**config.mk**
```make
export PLATFORM = sky130hd
export DESIGN_NAME = alu_exec_ctrl
export DESIGN_NICKNAME = d
export VERILOG_FILES = /design/src/rtl/alu_exec_pkg.sv /design/src/rtl/alu_exec_ctrl_cond_check.sv /design/src/rtl/alu_exec_ctrl.sv
export SDC_FILE = /design/constraint.sdc
export NUM_CORES = 1
export LEC_CHECK = 0
export ABC_CLOCK_PERIOD_IN_PS = 4350
export BUFFER_PORTS_ARGS = -buffer_cell sky130_fd_sc_hd__buf_2
export CORE_ASPECT_RATIO = 0.8
export CORE_MARGIN = 5
export CORE_UTILIZATION = 49
export CTS_CLUSTER_SIZE = 40
export DETAILED_ROUTE_END_ITERATION = 16
export PLACE_DENSITY = 0.88
export SLEW_MARGIN = 20
export SYNTH_ARGS = -nofsm -noshare
export SYNTH_HDL_FRONTEND = slang
export SYNTH_SLANG_ARGS = --single-unit
```
**constraint.sdc**
```tcl
create_clock -name clk -period 4.35 [get_ports clk]
set_input_delay 0.87 -clock clk [delete_from_list [all_inputs] [get_ports clk]]
set_output_delay 0.87 -clock clk [all_outputs]
set_load 0.01 [all_outputs]
```
**src/rtl/alu_exec_pkg.sv**
```systemverilog
// Shared constants for the ALU execute controller: condition codes, NZCV bit
// positions and the controller FSM encoding.
package alu_exec_pkg;

  localparam logic [3:0] COND_EQ = 4'd0;
  localparam logic [3:0] COND_NE = 4'd1;
  localparam logic [3:0] COND_CS = 4'd2;
  localparam logic [3:0] COND_CC = 4'd3;
  localparam logic [3:0] COND_MI = 4'd4;
  localparam logic [3:0] COND_PL = 4'd5;
  localparam logic [3:0] COND_VS = 4'd6;
  localparam logic [3:0] COND_VC = 4'd7;
  localparam logic [3:0] COND_HI = 4'd8;
  localparam logic [3:0] COND_LS = 4'd9;
  localparam logic [3:0] COND_GE = 4'd10;
  localparam logic [3:0] COND_LT = 4'd11;
  localparam logic [3:0] COND_GT = 4'd12;
  localparam logic [3:0] COND_LE = 4'd13;
  localparam logic [3:0] COND_AL = 4'd14;
  localparam logic [3:0] COND_NV = 4'd15;

  localparam int NZCV_N = 3;
  localparam int NZCV_Z = 2;
  localparam int NZCV_C = 1;
  localparam int NZCV_V = 0;

  typedef enum logic [1:0] {
    ST_IDLE = 2'd0,
    ST_EXEC = 2'd1,
    ST_RESP = 2'd2
  } state_t;

endpackage

```
**src/rtl/alu_exec_ctrl_cond_check.sv**
```systemverilog
// Condition-code evaluator: purely combinational, zero latency, no handshake.
// Decides whether an instruction executes given cond and the current {N,Z,C,V}.
module cond_check
  import alu_exec_pkg::*;
(
  input  logic [3:0] i_cond,
  input  logic [3:0] i_nzcv,
  output logic       o_pass
);

  logic w_n, w_z, w_c, w_v;

  assign w_n = i_nzcv[NZCV_N];
  assign w_z = i_nzcv[NZCV_Z];
  assign w_c = i_nzcv[NZCV_C];
  assign w_v = i_nzcv[NZCV_V];

  always_comb begin
    o_pass = 1'b0;
    unique case (i_cond)
      COND_EQ: o_pass = w_z;
      COND_NE: o_pass = !w_z;
      COND_CS: o_pass = w_c;
      COND_CC: o_pass = !w_c;
      COND_MI: o_pass = w_n;
      COND_PL: o_pass = !w_n;
      COND_VS: o_pass = w_v;
      COND_VC: o_pass = !w_v;
      COND_HI: o_pass = w_c && !w_z;
      COND_LS: o_pass = !w_c || w_z;
      COND_GE: o_pass = (w_n == w_v);
      COND_LT: o_pass = (w_n != w_v);
      COND_GT: o_pass = !w_z && (w_n == w_v);
      COND_LE: o_pass = w_z || (w_n != w_v);
      // NV is treated as always, like AL
      COND_AL: o_pass = 1'b1;
      COND_NV: o_pass = 1'b1;
    endcase
  end

endmodule

```
**src/rtl/alu_exec_ctrl.sv**
```systemverilog
// Conditional execute front-end for the shifter/ALU; owns the NZCV register.
// Executed op: rsp_valid 2 cycles after accept, skipped op: 1 cycle; holds response until rsp_ready.
module alu_exec_ctrl
  import alu_exec_pkg::*;
#(
  parameter int         DATA_W   = 32,
  parameter logic [3:0] NZCV_RST = 4'b0000
) (
  input  logic              clk,
  input  logic              rst_n,

  input  logic              req_valid,
  output logic              req_ready,
  input  logic [3:0]        req_cond,
  input  logic              req_s,
  input  logic [3:0]        req_alu_op,
  input  logic [2:0]        req_shift_op,
  input  logic [7:0]        req_shift_num,
  input  logic [DATA_W-1:0] req_a,
  input  logic [DATA_W-1:0] req_shift_data,
  input  logic [3:0]        req_rd,

  output logic [DATA_W-1:0] alu_a,
  output logic [DATA_W-1:0] alu_shift_data,
  output logic [3:0]        alu_op,
  output logic [2:0]        alu_shift_op,
  output logic [7:0]        alu_shift_num,
  output logic              alu_s,
  output logic              alu_c_in,
  input  logic [DATA_W-1:0] alu_f,
  input  logic              alu_n,
  input  logic              alu_z,
  input  logic              alu_c,
  input  logic              alu_v,

  output logic              rsp_valid,
  input  logic              rsp_ready,
  output logic [DATA_W-1:0] rsp_result,
  output logic [3:0]        rsp_rd,
  output logic              rsp_we,
  output logic [3:0]        nzcv
);

  state_t r_state;
  state_t w_state_nxt;

  logic [3:0]        r_nzcv;
  logic [DATA_W-1:0] r_alu_a;
  logic [DATA_W-1:0] r_alu_shift_data;
  logic [3:0]        r_alu_op;
  logic [2:0]        r_alu_shift_op;
  logic [7:0]        r_alu_shift_num;
  logic              r_alu_s;
  logic [DATA_W-1:0] r_rsp_result;
  logic [3:0]        r_rsp_rd;
  logic              r_rsp_we;

  logic w_pass;
  logic w_req_ready;
  logic w_rsp_valid;
  logic w_accept;
  logic w_exec;

  cond_check u_cond_check (
    .i_cond (req_cond),
    .i_nzcv (r_nzcv),
    .o_pass (w_pass)
  );

  always_ff @(posedge clk or negedge rst_n) begin
    if (!rst_n) begin
      r_state <= ST_IDLE;
    end else begin
      r_state <= w_state_nxt;
    end
  end

  always_comb begin
    w_state_nxt = r_state;
    w_req_ready = 1'b0;
    w_rsp_valid = 1'b0;
    unique case (r_state)
      ST_IDLE: begin
        w_req_ready = 1'b1;
        if (req_valid) begin
          w_state_nxt = w_pass ? ST_EXEC : ST_RESP;
        end
      end
      ST_EXEC: begin
        w_state_nxt = ST_RESP;
      end
      ST_RESP: begin
        w_rsp_valid = 1'b1;
        if (rsp_ready) begin
          w_state_nxt = ST_IDLE;
        end
      end
      default: begin
        w_state_nxt = ST_IDLE;
      end
    endcase
  end

  assign w_accept = w_req_ready && req_valid;
  assign w_exec   = (r_state == ST_EXEC);

  // Flags change only on the EXEC edge, so the next request always sees them.
  always_ff @(posedge clk or negedge rst_n) begin
    if (!rst_n) begin
      r_nzcv           <= NZCV_RST;
      r_alu_a          <= '0;
      r_alu_shift_data <= '0;
      r_alu_op         <= '0;
      r_alu_shift_op   <= '0;
      r_alu_shift_num  <= '0;
      r_alu_s          <= 1'b0;
      r_rsp_result     <= '0;
      r_rsp_rd         <= '0;
      r_rsp_we         <= 1'b0;
    end else begin
      if (w_accept) begin
        r_rsp_rd <= req_rd;
        if (w_pass) begin
          r_alu_a          <= req_a;
          r_alu_shift_data <= req_shift_data;
          r_alu_op         <= req_alu_op;
          r_alu_shift_op   <= req_shift_op;
          r_alu_shift_num  <= req_shift_num;
          r_alu_s          <= req_s;
        end else begin
          r_rsp_result <= '0;
          r_rsp_we     <= 1'b0;
        end
      end
      if (w_exec) begin
        r_rsp_result <= alu_f;
        r_rsp_we     <= 1'b1;
        if (r_alu_s) begin
          r_nzcv <= {alu_n, alu_z, alu_c, alu_v};
        end
      end
    end
  end

  assign req_ready      = w_req_ready;
  assign rsp_valid      = w_rsp_valid;
  assign rsp_result     = r_rsp_result;
  assign rsp_rd         = r_rsp_rd;
  assign rsp_we         = r_rsp_we;
  assign nzcv           = r_nzcv;
  assign alu_a          = r_alu_a;
  assign alu_shift_data = r_alu_shift_data;
  assign alu_op         = r_alu_op;
  assign alu_shift_op   = r_alu_shift_op;
  assign alu_shift_num  = r_alu_shift_num;
  assign alu_s          = r_alu_s;
  assign alu_c_in       = r_nzcv[NZCV_C];

endmodule
```
==> impl_metrics.env, run 1 <==
export IMPL_die_y_um=100
export IMPL_fin_nets=726
export IMPL_via_per_inst=5.07
export IMPL_synth_compound_gate_area_share_pct=5.19
export IMPL_synth_main_ff_cell="dfrtp_1"
export IMPL_io_pins=252
export IMPL_leakagePower_uw=0.00368
export IMPL_finalHoldViolCount=0
export IMPL_required_ns=4.56
export IMPL_synth_seq_cells=123
export IMPL_slew_headroom_pct=31.0
export IMPL_layout_common_cells="buf_2 (250), dfrtp_1 (123), mux2_2 (72), a21oi_1 (33), mux2i_1 (32)"
export IMPL_max_cap_viol_count=0
export IMPL_clock_path_buffers=2
export IMPL_fmax_ghz=0.347
export IMPL_arrival_ns=3.10
export IMPL_initial_core_util_pct=50.9
export IMPL_drt_pass1_iterations=4
export IMPL_yosys_cell_types_count=34
export IMPL_critPathLaunchType="input pin"
export IMPL_die_x_um=123
export IMPL_diodes=0
export IMPL_cts_num_sinks=123
export IMPL_vias=3787
export IMPL_critPathKind="in -> reg"
export IMPL_ant_nets=0
export IMPL_wl_per_cell_um=17.9
export IMPL_grt_pass1_wl_um=20900
export IMPL_critPathCaptureType="flop"
export IMPL_drc=0
export IMPL_met3_length_um=1350
export IMPL_tns_ns=0
export IMPL_synth_top_family_by_area="multiplexers"
export IMPL_seq_area_frac_synth_pct=61.9
export IMPL_finalCriticalPeriod_ns=2.88
export IMPL_syn_area_per_cell_um2=14.3
export IMPL_cts_max_level=4
export IMPL_first_global_vias=4160
export IMPL_worstHoldPathType="reg -> reg"
export IMPL_cts_setup_buffers=0
export IMPL_grt_usage_pct=21.8
export IMPL_synthArstFlopShare_pct=100
export IMPL_power_internal_uw=3560
export IMPL_synth_xor_area_share_pct=0.529
export IMPL_path_max_fanout=34
export IMPL_stdcell_area_mm2=0.00692
export IMPL_yosys_area_share_simple_pct=3.60
export IMPL_p_sw_share_pct=33.7
export IMPL_pwr_share_clk_pct=27.0
export IMPL_outcome="finished clean"
export IMPL_area_growth_syn_to_layout_pct=39.2
export IMPL_syn_area_mm2=0.00497
export IMPL_synth_adder_area_share_pct=0
export IMPL_synth_warnings=0
export IMPL_antenna_found_initial=0
export IMPL_io_buffers=251
export IMPL_place_detailed_hpwl_um=10000
export IMPL_hold_buffers=0
export IMPL_routabilityCongestion=0.784
export IMPL_synthMuxAreaShare_pct=25.5
export IMPL_p_seq_share_pct=37.3
export IMPL_path_clk_slew_ns=0.06
export IMPL_worstMarginPinSlew_ns=1.04
export IMPL_power_density_mw_per_mm2=775
export IMPL_die_area_mm2=0.0123
export IMPL_p_switching_uw=1800
export IMPL_core_rowCount=32
export IMPL_path_cells="buf_2, xnor2_1, nand3b_1, a31oi_1, a311oi_1, a21o_1, a21oi_1"
export IMPL_synth_edf_count=0
export IMPL_final_common_cell="buf_2"
export IMPL_ctsResizeCount=0
export IMPL_routed_wl_met2_um=6990
export IMPL_skew_ns=0.0112
export IMPL_drv_slew=0
export IMPL_core_area_mm2=0.00977
export IMPL_grt_setup_unrepaired="no"
export IMPL_synth_nets=475
export IMPL_clock_latency_ns=0.40
export IMPL_top_layer="met4"
export IMPL_cts_tree="done"
export IMPL_grt_overflow_total=0
export IMPL_met1Wirelength_um=4920
export IMPL_drt_iter0_drc=199
export IMPL_fin_crit_sh_pct=66.3
export IMPL_setup_viol=0
export IMPL_max_stage_delay_ns=0.88
export IMPL_synthCells=347
export IMPL_postPlaceCellArea_mm2=0.00630
export IMPL_cts_made_buffers=17
export IMPL_comb_power_share_pct=35.7
export IMPL_slowest_stage="a21o_1"
export IMPL_drive_gt1_share_pct=59.4
export IMPL_peakVddDrop_mv=0.561
export IMPL_drt_total_wl_um=13400
export IMPL_cts_root_buf="clkbuf_16"
export IMPL_grt_max_degree=67
## final timing paths
check / from / to / slack [ns] / cells past startpoint
max: req_cond[0] / rsp_result[2] / 1.47 / 7
min: rsp_rd[3] / rsp_rd[3] / 0.48 / 2
max reg2reg: nzcv[3] / rsp_result[2] / 1.67 / 6
min reg2reg: rsp_rd[3] / rsp_rd[3] / 0.48 / 2
max in group asynchronous: rst_n / alu_a[27] / 3.01 / 2
min in group asynchronous: rst_n / alu_a[2] / 0.53 / 1
## logic make-up (layout without fill, tap and decap cells)
kind of cell / Yosys count / in the layout
compound gates: 45 / 45
mux: 116 / 116
buf+inv: 25 / 289
xor+xnor: 3 / 3
flops: 123 / 123
simple gates: 35 / 35
## routing by layer
metal  vias up  track usage, %
met4         0            5.77
li1       1742               -
met3        10            8.62
met5         -               0
met2       172            39.9
met1      1863            23.6
## flip-flops by register name, summed over array words and instances (netlist names)
signal	count
alu_op	4
rsp_we	1
rsp_rd	4
r_state	2
alu_s	1
alu_shift_data	32
alu_shift_num	8
alu_shift_op	3
nzcv	4
alu_a	32
rsp_result	32
## Yosys cell counts, drive strengths merged (2+ instances only)
master	n	area share [%]
a21oi	33	3.3
nor2	4	0.30
nand3b	3	0.45
o21ai	4	0.40
dfrtp	123	62
mux2i	32	6.4
nand2	15	1.1
mux2	84	19
xor2	2	0.35
clkbuf	10	0.76
a22oi	2	0.30
nor2b	4	0.50
buf	13	2.3
inv	2	0.15
nor3	2	0.20
## stage by stage
stage	util (%)	setup WS [ns]	power (µW)	std cells	hold slack (ns)
CTS	70.8	1.48	5420	747	0.483
floorplan	-	1.60	3090	347	0.514
global route	70.8	1.27	5680	747	0.507
detailed placement	64.4	1.08	3960	715	0.470
finish	70.8	1.47	5360	747	0.478
global placement	64.3	1.22	3820	714	0.456
## layout make-up
type / instances / area [µm²]
Clock inverter: 13 / 166
Sequential cell: 123 / 3080
Inverter: 2 / 7.51
Tap cell: 136 / 170
Multi-Input combinational cell: 199 / 1730
Timing Repair Buffer: 255 / 1310
Clock buffer: 19 / 453
Fill cell: 687 / 2850
## worst max-delay path: cells and delay by family
kind                      cells  cell delay [ns]
AOI/OAI and AO/OA             4             1.58
xor gates and xnor gates      1             0.33
buffers and inverters         1             0.14
and+or+nand+nor               1             0.16
## power by group through the flow
stage / Clock [µW] / Combinational, µW / Sequential (µW)
2_1_floorplan: 0 / 858 / 2230
3_3_place_gp: 0 / 1860 / 1960
3_5_place_dp: 0 / 1950 / 2010
4_1_cts: 1460 / 1950 / 2000
5_1_grt: 1530 / 2090 / 2070
6_report: 1450 / 1920 / 2000
(Power assumes the default switching activity.)
==> run 2: changes to the inputs <==
ABC_CLOCK_PERIOD_IN_PS = 2700   (was 4350)
CORE_UTILIZATION = 46   (was 49)
PLACE_DENSITY = 0.84   (was 0.88)
clock period = 2.7 ns   (was 4.35 ns; I/O delays follow)
==> run 2 against run 1 <==
Effect of this change: register-to-register slack got worse by 1.5 ns; clock power rose by 54%; clock skew rose by 0.0010 ns; via count rose by 0.61%; die area rose by 5.9%; count of clock-buffer cells in the layout rose by 1; cell area rose by 1.8%; first-iteration DRC count fell by 45%; flip-flop and latch count did not move; critical path depth rose by 2; combinational power rose by 66%; critical path type is now reg -> reg; largest power group unchanged.
==> impl_metrics.env, run 2 (synthesis gave the netlist of run 1 again) <==
export IMPL_outcome="finished clean"
export IMPL_drt_pass1_iterations=4
export IMPL_cts_tree="done"
export IMPL_layout_common_cells="buf_2 (250), dfrtp_1 (123), mux2_2 (72), a21oi_1 (33), mux2i_1 (32)"
export IMPL_via_per_inst=4.98
export IMPL_grt_usage_pct=20.2
export IMPL_cts_setup_buffers=0
export IMPL_die_x_um=126
export IMPL_fmax_ghz=0.391
export IMPL_peakVddDrop_mv=0.881
export IMPL_critPathKind="reg -> reg"
export IMPL_grt_max_degree=68
export IMPL_wl_per_cell_um=17.0
export IMPL_drv_slew=0
export IMPL_drive_gt1_share_pct=60.1
export IMPL_path_max_fanout=24
export IMPL_worstHoldPathType="in -> async"
export IMPL_finalHoldViolCount=0
export IMPL_diodes=0
export IMPL_hold_buffers=0
export IMPL_holdWs_ns=0.0316
export IMPL_grt_pass1_wl_um=20600
export IMPL_first_global_vias=4156
export IMPL_required_ns=2.98
export IMPL_cts_made_buffers=17
export IMPL_setup_viol=0
export IMPL_reg2reg_from="nzcv[3]"
export IMPL_ctsResizeCount=0
export IMPL_final_common_cell="buf_2"
export IMPL_final_cells=765
export IMPL_area_growth_syn_to_layout_pct=41.7
export IMPL_r2r_slack_ns=0.14
export IMPL_drc=0
export IMPL_finalCriticalPeriod_ns=2.56
export IMPL_r2r_end="alu_shift_data[1]"
export IMPL_arrival_ns=2.84
export IMPL_leakagePower_uw=0.00374
export IMPL_stdcell_area_mm2=0.00704
export IMPL_clock_path_buffers=2
export IMPL_routed_wl_met2_um=6850
export IMPL_max_cap_viol_count=0
export IMPL_initial_core_util_pct=46.3
export IMPL_vias=3810
export IMPL_fin_nets=736
export IMPL_postPlaceCellArea_mm2=0.00644
export IMPL_io_pins=252
export IMPL_skew_ns=0.0122
export IMPL_met3_length_um=1340
export IMPL_power_density_mw_per_mm2=1230
export IMPL_io_buffers=251
export IMPL_path_clk_slew_ns=0.06
export IMPL_slew_headroom_pct=31.2
export IMPL_rr_worst_depth=9
export IMPL_die_area_mm2=0.0130
export IMPL_place_detailed_hpwl_um=9730
export IMPL_drt_total_wl_um=13000
export IMPL_dpl_cell_count=733
export IMPL_top_layer="met4"
export IMPL_met1Wirelength_um=4630
export IMPL_fin_crit_sh_pct=94.8
export IMPL_cts_root_buf="clkbuf_16"
export IMPL_grt_setup_unrepaired="no"
export IMPL_core_area_mm2=0.0107
export IMPL_grt_overflow_total=0
export IMPL_routabilityCongestion=0.837
export IMPL_cts_num_sinks=123
export IMPL_cts_max_level=4
export IMPL_worstMarginPinSlew_ns=1.03
export IMPL_critPathCaptureType="flop"
export IMPL_core_rowCount=34
export IMPL_ant_nets=0
export IMPL_critPathLaunchType="flop"
export IMPL_clock_latency_ns=0.40
export IMPL_die_y_um=103
export IMPL_drt_iter0_drc=110
export IMPL_antenna_found_initial=0
export IMPL_crit_start="nzcv[3]"
export IMPL_endpoint="alu_shift_data[1]"
-- run 2: critical path, stage by stage (launching register included) --
cell      delay [ns]
dfrtp_1         0.45
xnor2_1         0.33
nand3b_1        0.14
a31oi_1         0.19
a311oi_1        0.06
buf_4           0.16
a211oi_4        0.29
buf_12          0.23
buf_12          0.20
mux2_2          0.37
-- run 2: metal layers --
metal	global-route usage, %	vias up
met2	35.9	161
met1	21.6	1881
met4	6.27	0
met3	9.63	19
li1	-	1749
met5	0	-
-- run 2: area by class of cell --
class,count,area (µm²)
Timing Repair Buffer,265,1440
Clock buffer,20,467
Sequential cell,123,3080
Inverter,2,7.51
Tap cell,144,180
Clock inverter,12,139
Multi-Input combinational cell,199,1730
Fill cell,802,3680
-- run 2: per-stage QoR --
stage | total power (µW) | TNS, ns | util, % | setup slack, ns
after global routing | 9210 | 0 | 65.7 | 0.0280
after global placement | 6270 | 0 | 60.0 | 0.0918
final | 8640 | 0 | 65.7 | 0.140
after CTS | 8760 | 0 | 65.7 | 0.147
after floorplan | 4980 | 0 | - | 0.282
after detailed placement | 6450 | -1.31 | 60.0 | -0.0653
-- run 2: worst min-delay path by stage --
stage	from	endpoint	slack [ns]	cells past startpoint
6_report	rst_n	alu_a[21]	0.03	1
5_1_grt	rst_n	alu_a[15]	0.03	1
4_1_cts	rst_n	alu_a[21]	0.02	1
3_5_place_dp	rst_n	alu_a[15]	0.45	1
3_3_place_gp	rst_n	alu_a[20]	0.45	1
2_1_floorplan	rst_n	alu_a[0]	0.24	0
-- run 2: power breakdown --
| part | internal, µW | switching, µW |
|---|---|---|
| Combinational | 1590 | 1600 |
| Sequential | 2720 | 492 |
| Clock | 1440 | 806 |
